`src/rtl/ceespu_hazard_ctrl.sv`:
```
// Hazard sequencer for the fetch/decode/execute pipeline: multi-cycle stalls,
// load-use bubbles, post-branch flushes and a saturating stall-cycle counter.
module ceespu_hazard_ctrl #(
  parameter int FLUSH_CYCLES = 2,
  parameter int CNT_W        = 16
) (
  input  logic             I_clk,
  input  logic             I_rst,
  input  logic             I_dec_valid,
  input  logic [4:0]       I_dec_selA,
  input  logic [4:0]       I_dec_selB,
  input  logic             I_dec_useA,
  input  logic             I_dec_useB,
  input  logic [4:0]       I_ex_selD,
  input  logic             I_ex_we,
  input  logic             I_ex_isLoad,
  input  logic             I_ex_busy,
  input  logic             I_ex_branch,
  input  logic             I_cnt_clr,
  output logic             O_stall_fetch,
  output logic             O_stall_decode,
  output logic             O_bubble,
  output logic             O_flush,
  output logic [1:0]       O_state,
  output logic [CNT_W-1:0] O_stall_count
);

  localparam logic [1:0] ST_RUN         = 2'd0;
  localparam logic [1:0] ST_MC_WAIT     = 2'd1;
  localparam logic [1:0] ST_FLUSH       = 2'd2;
  localparam logic [1:0] ST_LOAD_BUBBLE = 2'd3;
  localparam logic [2:0] FLUSH_INIT     = 3'(FLUSH_CYCLES - 1);
  localparam logic       MULTI_FLUSH    = (FLUSH_CYCLES > 1);

  logic [1:0]       state;
  logic [1:0]       state_next;
  logic [2:0]       flush_cnt;
  logic [2:0]       flush_cnt_next;
  logic [CNT_W-1:0] stall_count;
  logic             load_use;
  logic             stall_fetch;
  logic             stall_decode;
  logic             bubble;
  logic             flush;

  // Register 0 is hardwired, so a load targeting it can never create a hazard
  assign load_use = I_dec_valid & I_ex_isLoad & I_ex_we & (I_ex_selD != 5'd0) &
                    ((I_dec_useA & (I_dec_selA == I_ex_selD)) |
                     (I_dec_useB & (I_dec_selB == I_ex_selD)));

  // Next-state and raw hazard outputs
  always_comb begin
    state_next     = state;
    flush_cnt_next = flush_cnt;
    stall_fetch    = 1'b0;
    stall_decode   = 1'b0;
    bubble         = 1'b0;
    flush          = 1'b0;
    case (state)
      ST_RUN: begin
        if (I_ex_branch) begin
          flush  = 1'b1;
          bubble = 1'b1;
          if (MULTI_FLUSH) begin
            state_next     = ST_FLUSH;
            flush_cnt_next = FLUSH_INIT;
          end else begin
            state_next = ST_RUN;
          end
        end else if (I_ex_busy) begin
          stall_fetch  = 1'b1;
          stall_decode = 1'b1;
          state_next   = ST_MC_WAIT;
        end else if (load_use) begin
          stall_fetch  = 1'b1;
          stall_decode = 1'b1;
          bubble       = 1'b1;
          state_next   = ST_LOAD_BUBBLE;
        end else begin
          state_next = ST_RUN;
        end
      end
      ST_MC_WAIT: begin
        if (I_ex_busy) begin
          stall_fetch  = 1'b1;
          stall_decode = 1'b1;
        end else begin
          state_next = ST_RUN;
        end
      end
      ST_FLUSH: begin
        flush          = 1'b1;
        bubble         = 1'b1;
        flush_cnt_next = flush_cnt - 3'd1;
        if (flush_cnt == 3'd1) begin
          state_next = ST_RUN;
        end else begin
          state_next = ST_FLUSH;
        end
      end
      ST_LOAD_BUBBLE: begin
        state_next = ST_RUN;
      end
      default: begin
        state_next     = ST_RUN;
        flush_cnt_next = 3'd0;
      end
    endcase
  end

  // Outputs are held low for the whole time reset is asserted
  assign O_stall_fetch  = I_rst & stall_fetch;
  assign O_stall_decode = I_rst & stall_decode;
  assign O_bubble       = I_rst & bubble;
  assign O_flush        = I_rst & flush;
  assign O_state        = state;
  assign O_stall_count  = stall_count;

  // State and flush down-counter
  always_ff @(posedge I_clk or negedge I_rst) begin
    if (!I_rst) begin
      state     <= ST_RUN;
      flush_cnt <= 3'd0;
    end else begin
      state     <= state_next;
      flush_cnt <= flush_cnt_next;
    end
  end

  // Saturating stall-cycle counter; clear wins over increment
  always_ff @(posedge I_clk or negedge I_rst) begin
    if (!I_rst) begin
      stall_count <= {CNT_W{1'b0}};
    end else if (I_cnt_clr) begin
      stall_count <= {CNT_W{1'b0}};
    end else if (O_stall_decode && (stall_count != {CNT_W{1'b1}})) begin
      stall_count <= stall_count + {{(CNT_W-1){1'b0}}, 1'b1};
    end else begin
      stall_count <= stall_count;
    end
  end

endmodule

```
`config.mk`:
```
export PLATFORM = sky130hd
export DESIGN_NAME = ceespu_hazard_ctrl
export DESIGN_NICKNAME = d
export VERILOG_FILES = /design/src/rtl/ceespu_hazard_ctrl.sv
export SDC_FILE = /design/constraint.sdc
export NUM_CORES = 1
export LEC_CHECK = 0
export ABC_AREA = 1
export CORE_MARGIN = 5
export CORE_UTILIZATION = 40
export CTS_CLUSTER_DIAMETER = 40
export CTS_CLUSTER_SIZE = 10
export DETAILED_ROUTE_END_ITERATION = 8
export GPL_ROUTABILITY_DRIVEN = 0
export PLACE_DENSITY_LB_ADDON = 0.2
export SLEW_MARGIN = 40
export SYNTH_ARGS = -nofsm -noshare
export SYNTH_HDL_FRONTEND = slang
export SYNTH_SLANG_ARGS = --single-unit
```
`constraint.sdc`:
```
create_clock -name I_clk -period 1.8 [get_ports I_clk]
set_input_delay 0.18 -clock I_clk [delete_from_list [all_inputs] [get_ports I_clk]]
set_output_delay 0.18 -clock I_clk [all_outputs]
set_load 0.02 [all_outputs]
```
# ---- Word-level counts from Yosys, hierarchy flattened
# Cells that the tools add are included.
dict set report totals {
  inputBits 25
  elab_cells 50
  register_bits 21
}
dict set report classes {
  n_eq_ne 9
  addsub 2
  n_reduce_logical 6
  n_mux 20
  n_bitwise 10
}
# operator count
set ops {}
lappend ops {{16-bit two-way mux} 2}
lappend ops {{16-bit by 1-bit adder with 16-bit output (second input constant)} 1}
lappend ops {{16-bit inequality test (second input constant)} 1}
lappend ops {{5-bit == test} 2}
lappend ops {{2-bit two-way mux} 5}
lappend ops {{1-bit bitwise AND} 9}
lappend ops {{2-bit one-hot mux with 4 select lines} 1}
lappend ops {{1-bit two-way mux} 7}
lappend ops {{1-bit one-hot mux with 2 select lines} 3}
lappend ops {{3-bit one-hot mux with 2 select lines} 1}
lappend ops {{5-bit nonzero test} 1}
lappend ops {{2-bit == test (second input constant)} 2}
lappend ops {{2-bit inequality test (second input constant)} 2}
lappend ops {{2-bit nonzero test} 2}
lappend ops {{3-bit by 1-bit == test with 1-bit output (second input constant)} 1}
lappend ops {{3-bit two-way mux} 1}
lappend ops {{3-bit by 1-bit subtractor with 3-bit output (second input constant)} 1}
lappend ops {{2-bit by 1-bit == test with 1-bit output (second input constant)} 1}
lappend ops {{2-bit zero test} 1}
lappend ops {{2-bit AND reduction} 1}
lappend ops {{1-bit logical AND} 1}
lappend ops {{1-bit OR} 1}

# ---- Longest topological paths before layout
dict set report depth {
  word_depth 12
  depth_mapped 15
  depth_no_buf 14
}

# ---- Worst setup path after synthesis
# Ideal clock, no wire load.
dict set report synth_path {
  kind {reg2reg}
  from {register stall_count[0], in the netlist O_stall_count[0]}
  to {register stall_count[8], in the netlist O_stall_count[8]}
  stages_incl_launch_ff 14
  arrival_time_ns 1.821
  path_slack_ns -0.138
  path_buffers 1
  period_less_slack_ns 1.938
  setup_ns 0.118
  cell_sequence {dfrtp_1 > ha_1 > nand3_2 > nor3_2 > nand2_2 > inv_2 > nand2_2 > nor3_2 > nand2_1 > nand3_4 > nand2_4 > buf_6 > nand2_1 > nand2_1}
}
dict set report synth_between {
  elab_chain_len 3
  elab_cells_between_ends 6
  classes_between {add/sub: 1; eq/ne: 1; mux: 2; reduce/logical: 2}
}
# element line_no
set synth_rtl {}
lappend synth_rtl {{from (decl)} 39} ;# logic [CNT_W-1:0] stall_count;
lappend synth_rtl {{from (signal assigned)} 133} ;# stall_count <= {CNT_W{1'b0}};
lappend synth_rtl {{from (signal assigned)} 135} ;# stall_count <= {CNT_W{1'b0}};
lappend synth_rtl {{from (signal assigned)} 137} ;# stall_count <= stall_count + {{(CNT_W-1){1'b0}}, 1'b1};
lappend synth_rtl {{16-bit by 1-bit adder with 16-bit output / 16-bit inequality test (equally long branches)} {137, 136}}
lappend synth_rtl {{16-bit two-way mux / 1-bit logical AND (equally long branches)} 136} ;# end else if (O_stall_decode && (stall_count != {CNT_W{1'b1}})) begin
lappend synth_rtl {{16-bit two-way mux / 2-bit nonzero test (equally long branches)} n/a}
# Parallel ways exist; a longest one is shown, timed or not. The select of a mux whose other input is x is not followed.
# A chain may end at the register's enable or synchronous reset.

# ---- Worst setup path in the final report
dict set report layout_path {
  from {register stall_count[1], in the netlist O_stall_count[1]}
  to {register stall_count[9], in the netlist O_stall_count[9]}
}
# The elaborated chain is that of the path after synthesis.

==> metrics.md <==
| Metric | Value |
|---|---|
| Kind of end point of the critical path | `register` |
| Register area | `528.0 um^2` |
| Worst skew pair latency | `0.26 ns` |
| Area Overhead vs Synth | `56.25%` |
| Fmax | `569.4 MHz` |
| Clock sink count | `21` |
| Port bufs | `46` |
| Total GRT Usage | `0.1629` |
| Most used DFF post-synth | `dfrtp_1` |
| Slew @ Worst Pin | `0.2918 ns` |
| Crit path max fanout | `7` |
| Cell taking the most area after synthesis | `dfrtp_1` |
| Drt wl/cell | `11.51 um` |
| Synthesis-stage register bit count | `21` |
| Antenna viol nets, final | `0` |
| TritonRoute pass-1 iters | `4` |
| DIE AREA | `0.005228 mm^2` |
| Run status | `finished clean` |
| Dpl hpwl | `3065 um` |
| Tcrit/Tclk final | `0.9758` |
| Psw | `0.5865 mW` |
| Top post-synthesis cells by count | `nand2_1 (81), inv_1 (33), nor2_1 (30)` |
| Initial antenna violation count | `0` |
| Routed Wire Length | `4144 um` |
| CP required | `2.00 ns` |
| Synth cell types | `29` |
| Synth async-reset ratio | `1.000` |
| Simple-Gate Fraction of Synth Area | `0.4464` |
| CTS Buf Count | `3` |
| Unrepaired setup endpoints after global routing | `true` |
| Final TNS setup | `0 ns` |
| Pwr Total | `1.629 mW` |
| DRT iter0 DRCs | `107` |
| Register clock-pin slew on the reported worst setup and hold paths | `0.08 ns` |
| Max Slew Vio Count | `0` |
| Synthesized Nets | `266` |
| Post-place setup slack | `-0.6152 ns` |
| RR Endpoint | `O_stall_count[9]` |
| FF-to-FF setup slack | `0.04 ns` |
| Data arrival, critical path | `1.95 ns` |
| Synthesized area | `0.001553 mm^2` |
| Number of synthesized flops with an enable pin | `0` |
| Yosys top cell area share | `0.3384` |
| Grt total ovfl | `0` |
| FF-to-FF path depth | `12` |
| Die X-Extent | `72.31 um` |
| Largest net degree at the start of global routing | `23` |
| Clock Tree Root | `clkbuf_8` |
| Syn Area/Cell | `6.524 um^2` |
| Setup CP Type | `reg2reg` |
| Rows | `22` |
| Core area | `0.003716 mm^2` |
| Skew final | `0.005258 ns` |
| Ratio of cells with drive above 1 in the final layout | `0.2019` |
| Combinational Power Share | `0.447` |
| Ports | `47` |
| Antenna diodes | `0` |
| Synth Area in XOR/XNOR | `0.04512` |
| Clock Power Share | `0.192` |
| R2R Path Start | `O_stall_count[1]` |
| Leakage | `1.292 nW` |
| CP Launch Type | `register` |
| Max-cap violation count | `0` |
| Ranking of synthesized cells by area | `dfrtp_1 (34%), nand2_1 (20%), inv_1 (8.0%)` |
| Vias in the first global route | `1,511` |
| Post-DR vias/cell | `4.647` |
| CTS H-tree depth | `1` |
| Critical path startpoint | `O_stall_count[1]` |
| Final instance area | `0.002426 mm^2` |
| Multi-input gate area | `954.7 um^2` |
| DRC | `0` |
| Adder-Cell Fraction of Synth Area | `0.02417` |
| CP Capture Point | `O_stall_count[9]` |
| Nets | `341` |
| Sequential area share after synthesis | `0.3384` |
| Synth Area in Compound Gates | `0.03626` |
| P_int | `1.042 mW` |
| CTS tree | `yes` |
| Period minus WS final | `1.756 ns` |
| # fillers | `345` |
| CTS max path bufs | `2` |
| First-pass GRT wire length | `6906 um` |
| Height of the die | `72.31 um` |
| Switching part of the total power | `0.3601` |
| Largest family of logic cells by synthesized area | `simple AND/OR/NAND/NOR gates` |
| Hold/Removal Path Class | `in2async` |
| Final hold violations | `0` |
| Ys Warns | `0` |
| Setup WS post-layout | `0.04363 ns` |
| DP Area | `0.002230 mm^2` |
| Min Hold Slack | `0.2926 ns` |
| Setup violators final | `0` |
| Vias post-DR | `1,673` |
| Sequential power share | `0.361` |
| VDD IR-drop max | `0.0005593 V` |
| Slew margin rel. | `0.8055` |
| Mux cell area share after synthesis | `0` |
| Initial core utilization | `0.4178` |
| Pwr dens | `671.3 mW/mm^2` |
| Count leader, synth | `nand2_1` |
| Post-Syn Instances | `238` |
[cell usage in the layout (no fill, tap or decap), types with 6 or more instances in the layout]
cell type        count
clkdlybuf4s50_1     27
inv_1               32
dfrtp_1             19
dlygate4sd2_1        6
nand2_2              8
buf_4               27
nor2_1              29
dlymetal6s2s_1      10
nand3_1             21
nand2_1             74
[what timing repair did]
| item | in CTS | in global routing |
|---|---|---|
| hold buffers | 0 | 0 |
| buffers inserted | 0 | 5 |
| pin swaps | 4 | 8 |
| cloned | 0 | 1 |
| resized for setup | 26 | 28 |
| endpoints found under the setup margin | 19 | 18 |
[critical path, cell delays in order, from the launching register on]
cell and delay, ns:
dfrtp_2 0.39, ha_4 0.16, nand3_4 0.09, nor3_4 0.16, nand2_2 0.10, inv_2 0.07, nand2_2 0.05, nor3_2 0.11
nand2_1 0.11, nand3_4 0.16, buf_6 0.15, nand3_2 0.06, nand2_1 0.09
[metal layers]
metal / wire [um] / up-vias / track usage / share of wire
met2: 1897 / 46 / 0.2568 / 0.46
met5: 0 / - / 0 / 0
met3: 266 / 4 / 0.02632 / 0.064
li1: - / 892 / - / -
met4: 33 / 0 / 0.03758 / 0.0080
met1: 1946 / 731 / 0.2336 / 0.47
[through the flow]
| step | util | instances |
|---|---|---|
| final | 0.6529 | 360 |
| after global routing | 0.6529 | 360 |
| after CTS | 0.6138 | 354 |
| after detailed placement | 0.6000 | 350 |
| after global placement | 0.6000 | 350 |
| after floorplan | - | 238 |
[worst min-delay path by stage]
stage	start	to	slack, ns	cells after the start
6_report	I_rst	flush_cnt[0]	0.29	2
5_1_grt	I_rst	flush_cnt[1]	0.34	2
4_1_cts	I_rst	flush_cnt[0]	0.31	2
3_5_place_dp	flush_cnt[1]	flush_cnt[1]	0.55	2
3_3_place_gp	flush_cnt[1]	flush_cnt[1]	0.54	2
2_1_floorplan	I_rst	O_stall_count[0]	-0.12	0
[registers in the layout (all words and copies together) (netlist names)]
signal         cells
O_stall_count     16
O_state            2
flush_cnt          3
[power groups by stage]
| stage | clock [mW] | combinational, mW | sequential, mW |
|---|---|---|---|
| global route | 0.342 | 0.807 | 0.600 |
| detailed placement | 0 | 0.694 | 0.598 |
| CTS | 0.324 | 0.693 | 0.588 |
| global placement | 0 | 0.687 | 0.595 |
| finish | 0.313 | 0.727 | 0.588 |
| floorplan | 0 | 0.345 | 0.637 |
[final cells by class]
type | count | share of cell area
Multi-Input combinational cell | 177 | 0.3935
Timing Repair Buffer | 75 | 0.2914
Sequential cell | 21 | 0.2176
Inverter | 35 | 0.05415
Tap cell | 48 | 0.02475
Clock buffer | 4 | 0.01857
[cells by family after synthesis]
group                    count (synthesis)
AND/OR/NAND/NOR                        155
flip-flops                              21
AO/OA/AOI/OAI                           10
buffers and inverters                   41
adder cells (fa/ha/maj)                  3
XOR/XNOR                                 8
Power figures use the tool's default switching activity.
